==> src/rtl/cpu_ctrl_pkg.sv <==
//------------------------------------------------------------------------------
// cpu_ctrl_pkg : shared encodings for the RV32I multi-cycle control unit
// Revision     : 1.0
//------------------------------------------------------------------------------
`default_nettype none

package cpu_ctrl_pkg;

    typedef enum logic [2:0] {
        ST_IDLE    = 3'd0,
        ST_FETCH   = 3'd1,
        ST_DECODE  = 3'd2,
        ST_EXECUTE = 3'd3,
        ST_MEM     = 3'd4,
        ST_WB      = 3'd5,
        ST_HALT    = 3'd6
    } state_e;

    localparam logic [2:0] c_ST_IDLE    = ST_IDLE;
    localparam logic [2:0] c_ST_FETCH   = ST_FETCH;
    localparam logic [2:0] c_ST_DECODE  = ST_DECODE;
    localparam logic [2:0] c_ST_EXECUTE = ST_EXECUTE;
    localparam logic [2:0] c_ST_MEM     = ST_MEM;
    localparam logic [2:0] c_ST_WB      = ST_WB;
    localparam logic [2:0] c_ST_HALT    = ST_HALT;

    localparam logic [6:0] c_OP_RTYPE  = 7'b0110011;
    localparam logic [6:0] c_OP_IALU   = 7'b0010011;
    localparam logic [6:0] c_OP_LOAD   = 7'b0000011;
    localparam logic [6:0] c_OP_STORE  = 7'b0100011;
    localparam logic [6:0] c_OP_BRANCH = 7'b1100011;
    localparam logic [6:0] c_OP_LUI    = 7'b0110111;
    localparam logic [6:0] c_OP_AUIPC  = 7'b0010111;
    localparam logic [6:0] c_OP_JAL    = 7'b1101111;
    localparam logic [6:0] c_OP_JALR   = 7'b1100111;

    localparam logic [3:0] c_ALU_ADD    = 4'd0;
    localparam logic [3:0] c_ALU_SUB    = 4'd1;
    localparam logic [3:0] c_ALU_SLL    = 4'd2;
    localparam logic [3:0] c_ALU_SLT    = 4'd3;
    localparam logic [3:0] c_ALU_SLTU   = 4'd4;
    localparam logic [3:0] c_ALU_XOR    = 4'd5;
    localparam logic [3:0] c_ALU_SRL    = 4'd6;
    localparam logic [3:0] c_ALU_SRA    = 4'd7;
    localparam logic [3:0] c_ALU_OR     = 4'd8;
    localparam logic [3:0] c_ALU_AND    = 4'd9;
    localparam logic [3:0] c_ALU_PASS_B = 4'd10;

    localparam logic [1:0] c_PC_SRC_PC4  = 2'd0;
    localparam logic [1:0] c_PC_SRC_ALU  = 2'd1;
    localparam logic [1:0] c_PC_SRC_JALR = 2'd2;

    localparam logic [1:0] c_SRC_A_PC   = 2'd0;
    localparam logic [1:0] c_SRC_A_RS1  = 2'd1;
    localparam logic [1:0] c_SRC_A_ZERO = 2'd2;

    localparam logic [1:0] c_SRC_B_RS2  = 2'd0;
    localparam logic [1:0] c_SRC_B_IMM  = 2'd1;
    localparam logic [1:0] c_SRC_B_FOUR = 2'd2;

    localparam logic [1:0] c_WB_ALU = 2'd0;
    localparam logic [1:0] c_WB_MEM = 2'd1;
    localparam logic [1:0] c_WB_PC4 = 2'd2;

    // Shared by R-type and I-ALU; alt selects SUB/SRA
    function automatic logic [3:0] f_arith_op(input logic [2:0] func3, input logic alt);
        logic [3:0] op;
        case (func3)
            3'b000:  op = alt ? c_ALU_SUB : c_ALU_ADD;
            3'b001:  op = c_ALU_SLL;
            3'b010:  op = c_ALU_SLT;
            3'b011:  op = c_ALU_SLTU;
            3'b100:  op = c_ALU_XOR;
            3'b101:  op = alt ? c_ALU_SRA : c_ALU_SRL;
            3'b110:  op = c_ALU_OR;
            default: op = c_ALU_AND;
        endcase
        return op;
    endfunction

    function automatic logic f_is_legal(input logic [6:0] opcode, input logic [6:0] func7);
        logic ok;
        case (opcode)
            c_OP_RTYPE:  ok = (func7 == 7'b0000000) || (func7 == 7'b0100000);
            c_OP_IALU, c_OP_LOAD, c_OP_STORE, c_OP_BRANCH,
            c_OP_LUI, c_OP_AUIPC, c_OP_JAL, c_OP_JALR: ok = 1'b1;
            default:     ok = 1'b0;
        endcase
        return ok;
    endfunction

endpackage

`default_nettype wire

==> src/rtl/multicycle_control_unit_alu_op_decode.sv <==
//------------------------------------------------------------------------------
// alu_op_decode : maps (opcode, func3, func7[5]) to the ALU operation code
// Revision      : 1.0
//------------------------------------------------------------------------------
`default_nettype none

module alu_op_decode
    import cpu_ctrl_pkg::*;
(
    input  logic [6:0] i_opcode,
    input  logic [2:0] i_func3,
    input  logic       i_func7_b5,
    output logic [3:0] o_alu_op
);

    always_comb begin
        o_alu_op = c_ALU_ADD;
        case (i_opcode)
            c_OP_RTYPE: o_alu_op = f_arith_op(i_func3, i_func7_b5);
            // Immediate forms only carry a real func7 for the shift-right pair
            c_OP_IALU:  o_alu_op = f_arith_op(i_func3, i_func7_b5 && (i_func3 == 3'b101));
            c_OP_LUI:   o_alu_op = c_ALU_PASS_B;
            c_OP_BRANCH: begin
                case (i_func3[2:1])
                    2'b10:   o_alu_op = c_ALU_SLT;
                    2'b11:   o_alu_op = c_ALU_SLTU;
                    default: o_alu_op = c_ALU_SUB;
                endcase
            end
            default:    o_alu_op = c_ALU_ADD;
        endcase
    end

endmodule

`default_nettype wire

==> src/rtl/multicycle_control_unit.sv <==
//------------------------------------------------------------------------------
// multicycle_control_unit : fetch/decode/execute/mem/wb sequencer for RV32I
// Revision                : 1.0
//------------------------------------------------------------------------------
`default_nettype none

module multicycle_control_unit
    import cpu_ctrl_pkg::*;
#(
    parameter int MEM_TIMEOUT = 16,
    parameter int CNT_W       = 32
) (
    input  logic             clk,
    input  logic             rst_n,
    input  logic             run,
    input  logic [6:0]       opcode,
    input  logic [2:0]       func3,
    input  logic [6:0]       func7,
    input  logic             branch_taken,
    input  logic             mem_ready,
    output logic             mem_req,
    output logic             mem_we,
    output logic             mem_addr_sel,
    output logic             ir_write,
    output logic             pc_write,
    output logic [1:0]       pc_src,
    output logic [1:0]       alu_src_a,
    output logic [1:0]       alu_src_b,
    output logic [3:0]       alu_op,
    output logic             reg_write,
    output logic [1:0]       wb_sel,
    output logic             instr_done,
    output logic [CNT_W-1:0] retire_count,
    output logic [2:0]       state,
    output logic             illegal,
    output logic             mem_timeout
);

    localparam int c_WAIT_W = (MEM_TIMEOUT > 1) ? $clog2(MEM_TIMEOUT) : 1;

    logic [2:0]          r_state_q,   w_state_d;
    logic [c_WAIT_W-1:0] r_wait_q,    w_wait_d;
    logic [CNT_W-1:0]    r_retire_q,  w_retire_d;
    logic                r_illegal_q, w_illegal_d;
    logic                r_tmo_q,     w_tmo_d;

    logic       w_is_rtype, w_is_load, w_is_store, w_is_branch;
    logic       w_is_lui, w_is_auipc, w_is_jal, w_is_jalr;
    logic       w_mem_wait, w_tmo_hit, w_retire;
    logic [3:0] w_dec_alu_op;

    assign w_is_rtype  = (opcode == c_OP_RTYPE);
    assign w_is_load   = (opcode == c_OP_LOAD);
    assign w_is_store  = (opcode == c_OP_STORE);
    assign w_is_branch = (opcode == c_OP_BRANCH);
    assign w_is_lui    = (opcode == c_OP_LUI);
    assign w_is_auipc  = (opcode == c_OP_AUIPC);
    assign w_is_jal    = (opcode == c_OP_JAL);
    assign w_is_jalr   = (opcode == c_OP_JALR);

    // A response arriving on the limit cycle still completes the request
    assign w_mem_wait = ((r_state_q == c_ST_FETCH) || (r_state_q == c_ST_MEM)) && !mem_ready;
    assign w_tmo_hit  = (MEM_TIMEOUT != 0) && w_mem_wait &&
                        (r_wait_q == c_WAIT_W'(MEM_TIMEOUT - 1));

    alu_op_decode u_alu_op_decode (
        .i_opcode   (opcode),
        .i_func3    (func3),
        .i_func7_b5 (func7[5]),
        .o_alu_op   (w_dec_alu_op)
    );

    always_comb begin
        mem_req      = 1'b0;
        mem_we       = 1'b0;
        mem_addr_sel = 1'b0;
        ir_write     = 1'b0;
        pc_write     = 1'b0;
        pc_src       = c_PC_SRC_PC4;
        alu_src_a    = c_SRC_A_PC;
        alu_src_b    = c_SRC_B_RS2;
        alu_op       = c_ALU_ADD;
        reg_write    = 1'b0;
        wb_sel       = c_WB_ALU;
        w_retire     = 1'b0;
        case (r_state_q)
            c_ST_FETCH: begin
                mem_req  = 1'b1;
                ir_write = mem_ready;
            end
            c_ST_EXECUTE: begin
                alu_op    = w_dec_alu_op;
                alu_src_a = w_is_lui ? c_SRC_A_ZERO :
                            (w_is_auipc || w_is_jal) ? c_SRC_A_PC : c_SRC_A_RS1;
                alu_src_b = (w_is_rtype || w_is_branch) ? c_SRC_B_RS2 : c_SRC_B_IMM;
                if (w_is_branch) begin
                    pc_write = 1'b1;
                    pc_src   = branch_taken ? c_PC_SRC_ALU : c_PC_SRC_PC4;
                    w_retire = 1'b1;
                end
            end
            c_ST_MEM: begin
                mem_req      = 1'b1;
                mem_addr_sel = 1'b1;
                mem_we       = w_is_store;
                if (w_is_store && mem_ready) begin
                    pc_write = 1'b1;
                    w_retire = 1'b1;
                end
            end
            c_ST_WB: begin
                reg_write = 1'b1;
                wb_sel    = w_is_load ? c_WB_MEM :
                            (w_is_jal || w_is_jalr) ? c_WB_PC4 : c_WB_ALU;
                pc_write  = 1'b1;
                pc_src    = w_is_jal ? c_PC_SRC_ALU :
                            w_is_jalr ? c_PC_SRC_JALR : c_PC_SRC_PC4;
                w_retire  = 1'b1;
            end
            default: ;
        endcase
    end

    always_comb begin
        w_state_d   = r_state_q;
        w_illegal_d = r_illegal_q;
        w_tmo_d     = r_tmo_q;
        w_retire_d  = r_retire_q;
        case (r_state_q)
            c_ST_IDLE:    if (run) w_state_d = c_ST_FETCH;
            c_ST_FETCH: begin
                if (mem_ready) begin
                    w_state_d = c_ST_DECODE;
                end else if (w_tmo_hit) begin
                    w_state_d = c_ST_HALT;
                    w_tmo_d   = 1'b1;
                end
            end
            c_ST_DECODE: begin
                if (!f_is_legal(opcode, func7)) begin
                    w_state_d   = c_ST_HALT;
                    w_illegal_d = 1'b1;
                end else begin
                    w_state_d = c_ST_EXECUTE;
                end
            end
            c_ST_EXECUTE: w_state_d = (w_is_load || w_is_store) ? c_ST_MEM : c_ST_WB;
            c_ST_MEM: begin
                if (mem_ready) begin
                    w_state_d = c_ST_WB;
                end else if (w_tmo_hit) begin
                    w_state_d = c_ST_HALT;
                    w_tmo_d   = 1'b1;
                end
            end
            c_ST_WB:      w_state_d = c_ST_WB;
            c_ST_HALT:    w_state_d = c_ST_HALT;
            default:      w_state_d = c_ST_IDLE;
        endcase
        // Retirement overrides the per-state successor
        if (w_retire) begin
            w_state_d  = run ? c_ST_FETCH : c_ST_IDLE;
            w_retire_d = r_retire_q + 1'b1;
        end
        w_wait_d = (w_mem_wait && (w_state_d == r_state_q)) ? r_wait_q + 1'b1 : '0;
    end

    always_ff @(posedge clk or negedge rst_n) begin
        if (!rst_n) begin
            r_state_q   <= c_ST_IDLE;
            r_wait_q    <= '0;
            r_retire_q  <= '0;
            r_illegal_q <= 1'b0;
            r_tmo_q     <= 1'b0;
        end else begin
            r_state_q   <= w_state_d;
            r_wait_q    <= w_wait_d;
            r_retire_q  <= w_retire_d;
            r_illegal_q <= w_illegal_d;
            r_tmo_q     <= w_tmo_d;
        end
    end

    assign state        = r_state_q;
    assign retire_count = r_retire_q;
    assign illegal      = r_illegal_q;
    assign mem_timeout  = r_tmo_q;
    assign instr_done   = w_retire;

endmodule

`default_nettype wire

==> config.mk <==
export PLATFORM = sky130hd
export DESIGN_NAME = multicycle_control_unit
export DESIGN_NICKNAME = d
export VERILOG_FILES = /design/src/rtl/cpu_ctrl_pkg.sv /design/src/rtl/multicycle_control_unit_alu_op_decode.sv /design/src/rtl/multicycle_control_unit.sv
export SDC_FILE = /design/constraint.sdc
export NUM_CORES = 1
export LEC_CHECK = 0
export ABC_AREA = 1
export BUFFER_PORTS_ARGS = -buffer_cell sky130_fd_sc_hd__buf_2
export CORE_UTILIZATION = 54
export DETAILED_ROUTE_END_ITERATION = 12
export PLACE_DENSITY = 0.81
export SYNTH_ARGS = -nofsm -noshare
export SYNTH_HDL_FRONTEND = slang
export SYNTH_HIERARCHICAL = 1
export SYNTH_SLANG_ARGS = --single-unit
==> constraint.sdc <==
create_clock -name clk -period 2 [get_ports clk]
set_clock_uncertainty 0.2 [all_clocks]
set_input_delay 0.2 -clock clk [delete_from_list [all_inputs] [get_ports clk]]
set_output_delay 0.2 -clock clk [all_outputs]
set_load 0.005 [all_outputs]
==> flow_summary_export.csv <==
group,metric,value,unit
status,outcome,"complete, no violations",
power_and_ir_drop,p_sw_frac,0.4182,
clock_network,cts_tree,"done",
clock_network,cts.sinks,41,
global_route,globalRouteMet2Util,0.4211,
placed_design,dpl.hpwl,5941,um
global_route,antenna_found_initial,0,
floorplan,initial_core_util,0.5662,
critical_path,cpPeakStageDelay,0.46,ns
timing,slew_viol_final,0,
timing,fmax,0.5164,GHz
critical_path,end_kind,"output port",
critical_path,worstReg2RegStart,"retire_count[0]$_DFFE_PN0P_",
detailed_routing,drc,0,
layout,nNetsFinal,608,
detailed_routing,dr.pass1.iters,5,
critical_path,critPathMaxFanout,9,
synth,avgSynthCellArea,6.324,um2
power_and_ir_drop,p_leak,0.001983,uW
global_route,grt_pass1_vias,2833,
synth,synth_nets,520,
power_and_ir_drop,cellPowerDensity,753.2,mW/mm2
layout,regArea,0.001030,mm2
timing,min_period,1.936,ns
layout,diodes,0,
clock_network,h-tree-depth,2,
critical_path,rr_endpoint,"retire_count[28]$_DFFE_PN0P_",
placed_design,gp_congestion,0.8787,
timing,hold_viol,0,
floorplan,rows,27,
global_route,grt_pass1_wl,12950,um
timing,hold_slack,0.01957,ns
critical_path,crit_start,"state[1]$_DFF_PN0_",
global_route,grt_overflow,0,
power_and_ir_drop,power_frac_seq,0.391,
floorplan,core_area,0.005540,mm2
critical_path,reg2reg_slack,0.21,ns
critical_path,crit_chain,"nor2_4, nand2_2, nor2_4, nand2_4, nand2_8, buf_2",
floorplan,ios,78,
synth,synth_area,0.003137,mm2
critical_path,cp.arrival,1.54,ns
synth,syn_inst,496,
synth,netlist.top_cell.by_area,"dfrtp_1",
timing,worst_slew_pin_slew,0.5186,ns
global_route,use_met3,0.04419,
global_route,busiest_layer,"met2",
job,cap_viol_max_count,0,
clock_network,cts_buffers,5,
timing,finalSetupTns,0,ns
critical_path,path_common_cell,"nor2_4",
critical_path,reg2reg_depth,10,
critical_path,critical_path_class,"register to output port",
critical_path,slowest_stage,"dfrtp_2",
floorplan,die_y,78.22,um
layout,multiInputGateArea,0.001908,mm2
placed_design,placedCellCount,640,
placed_design,place_ws,-0.02012,ns
detailed_routing,via_count,3327,
layout,layout_commonest_cell,"nand2_1",
synth,yosysUniqueCellTypes,28,
layout,n_fill_cell,498,
detailed_routing,drt.antenna.violating_nets,0,
detailed_routing,routed_wl,8173,um
power_and_ir_drop,internal_power,1647,uW
placed_design,io_buffers,76,
layout,layout_common_cells,"nand2_1 (220), nor2_1 (84), buf_2 (76), dfrtp_1 (38), inv_1 (37)",
timing,finalSetupViolCount,0,
detailed_routing,viasPerCell,5.064,
hold_path,hold_path_class,"input port to register",
clock_network,cts_max_path_buffers,2,
global_route,grt_usage,0.2681,
synth,ys_ff_latch,41,
synth,yosysWarnings,6,
floorplan,dieArea,0.006118,mm2
global_route,grt_max_degree,42,
timing,relSlewSlack,0.6535,
layout,drive_above_1_share,0.2188,
layout,areaGrowthSynthToFinish,19.82,%
critical_path,worst_ep_required_time,1.60,ns
timing,fin_crit_sh,0.9682,
synth,synth_top_area_frac,0.3271,
detailed_routing,wl_per_cell,12.44,um
detailed_routing,first_iter_violations,253,
layout,design_area,0.003759,mm2
power_and_ir_drop,comb_power_share,0.417,
placed_design,detailed_place.area,0.003575,mm2
critical_path,start_kind,"register",
power_and_ir_drop,clkPwrFrac,0.192,
global_route,use_met1,0.3788,
clock_network,clock_latency,0.30,ns
critical_path,timing.critical_path.to,"pc_write",
synth,ys_top_cells_by_area,"dfrtp_1 (33%), nand2_1 (26%), nor2_1 (10%), inv_1 (4.5%), xor2_1 (4.2%)",
timing,finalWorstSetupSlack,0.06353,ns
clock_network,cts_root_buf,"clkbuf_8",
synth,yosysSeqAreaShare,0.3271,
clock_network,clk_pin_slew,0.08,ns
power_and_ir_drop,vdd_drop_max,0.0005833,V
floorplan,die_w,78.22,um
layout,fin_cells,657,
power_and_ir_drop,p_switching,1184,uW
==> layout make-up <==
cell class / instances / share of cell area
Multi-Input combinational cell: 406 / 0.5077
Sequential cell: 41 / 0.2740
Timing Repair Buffer: 88 / 0.1292
Inverter: 42 / 0.04194
Tap cell: 72 / 0.02397
Clock buffer: 6 / 0.01931
Clock inverter: 2 / 0.003995
==> worst max-delay path, delay by kind of cell, from the launching register on <==
kind | cells | cell delay (ns)
flops | 1 | 0.46
buf+inv | 1 | 0.12
simple gates | 5 | 0.67
==> per-layer routing <==
metal	share of wire	vias up
met5	0	-
met4	0.010	0
met3	0.065	10
met2	0.45	111
met1	0.47	1513
li1	-	1693
==> synthesized netlist by cell type, drive strengths merged <==
cell type / count
a21oi: 5
buf: 9
conb: 1
dfrtp: 41
ha: 2
inv: 42
nand2: 228
nand3: 20
nand3b: 16
nand4: 3
nor2: 93
nor3: 8
o21ai: 9
or2: 1
xnor2: 3
xor2: 15
==> worst min-delay path by stage <==
stage / depth (start not counted) / slack (ns) / end / startpoint
2_1_floorplan: 0 / -0.30 / illegal$_DFFE_PN0P_ / rst_n
3_3_place_gp: 2 / 0.08 / r_wait_q[3]$_DFF_PN0_ / rst_n
3_5_place_dp: 2 / 0.09 / r_wait_q[3]$_DFF_PN0_ / rst_n
4_1_cts: 5 / 0.02 / state[0]$_DFF_PN0_ / run
5_1_grt: 5 / 0.06 / state[0]$_DFF_PN0_ / run
6_report: 5 / 0.02 / state[0]$_DFF_PN0_ / run
==> flip-flops by register name, indices dropped and copies added (netlist names) <==
signal,flops
retire_count,32
mem_timeout,1
state,3
r_wait_q,4
illegal,1
==> power groups by stage <==
stage	registers, uW	logic, uW	clock network (uW)
after floorplan	1100	741	0
after global placement	1120	1010	0
after detailed placement	1120	1040	0
after CTS	1100	1100	562
after global routing	1130	1300	590
final	1110	1180	544
==> stage by stage <==
stage	power [uW]	util
floorplan	1836	-
global placement	2130	0.6452
detailed placement	2162	0.6452
CTS	2761	0.6667
global route	3013	0.6784
finish	2831	0.6784
==> cells by family after synthesis <==
kind of cell,share of synthesized area
other cells,0.001196
simple gates,0.5098
buf+inv,0.07659
fa+ha+maj,0.007976
compound gates,0.02712
xor+xnor,0.05026
flops,0.3271
==> what timing repair did <==
| action | in CTS | in global routing |
|---|---|---|
| setup buffers | 1 | 5 |
| pin swaps | 1 | 3 |
| hold endpoints to repair | 41 | 0 |
| setup endpoints to repair | 30 | 29 |
| hold buffers | 1 | 0 |
| gates resized for setup | 2 | 5 |
| cloned | 1 | 1 |
No activity file was read; power rests on OpenSTA's default activity.
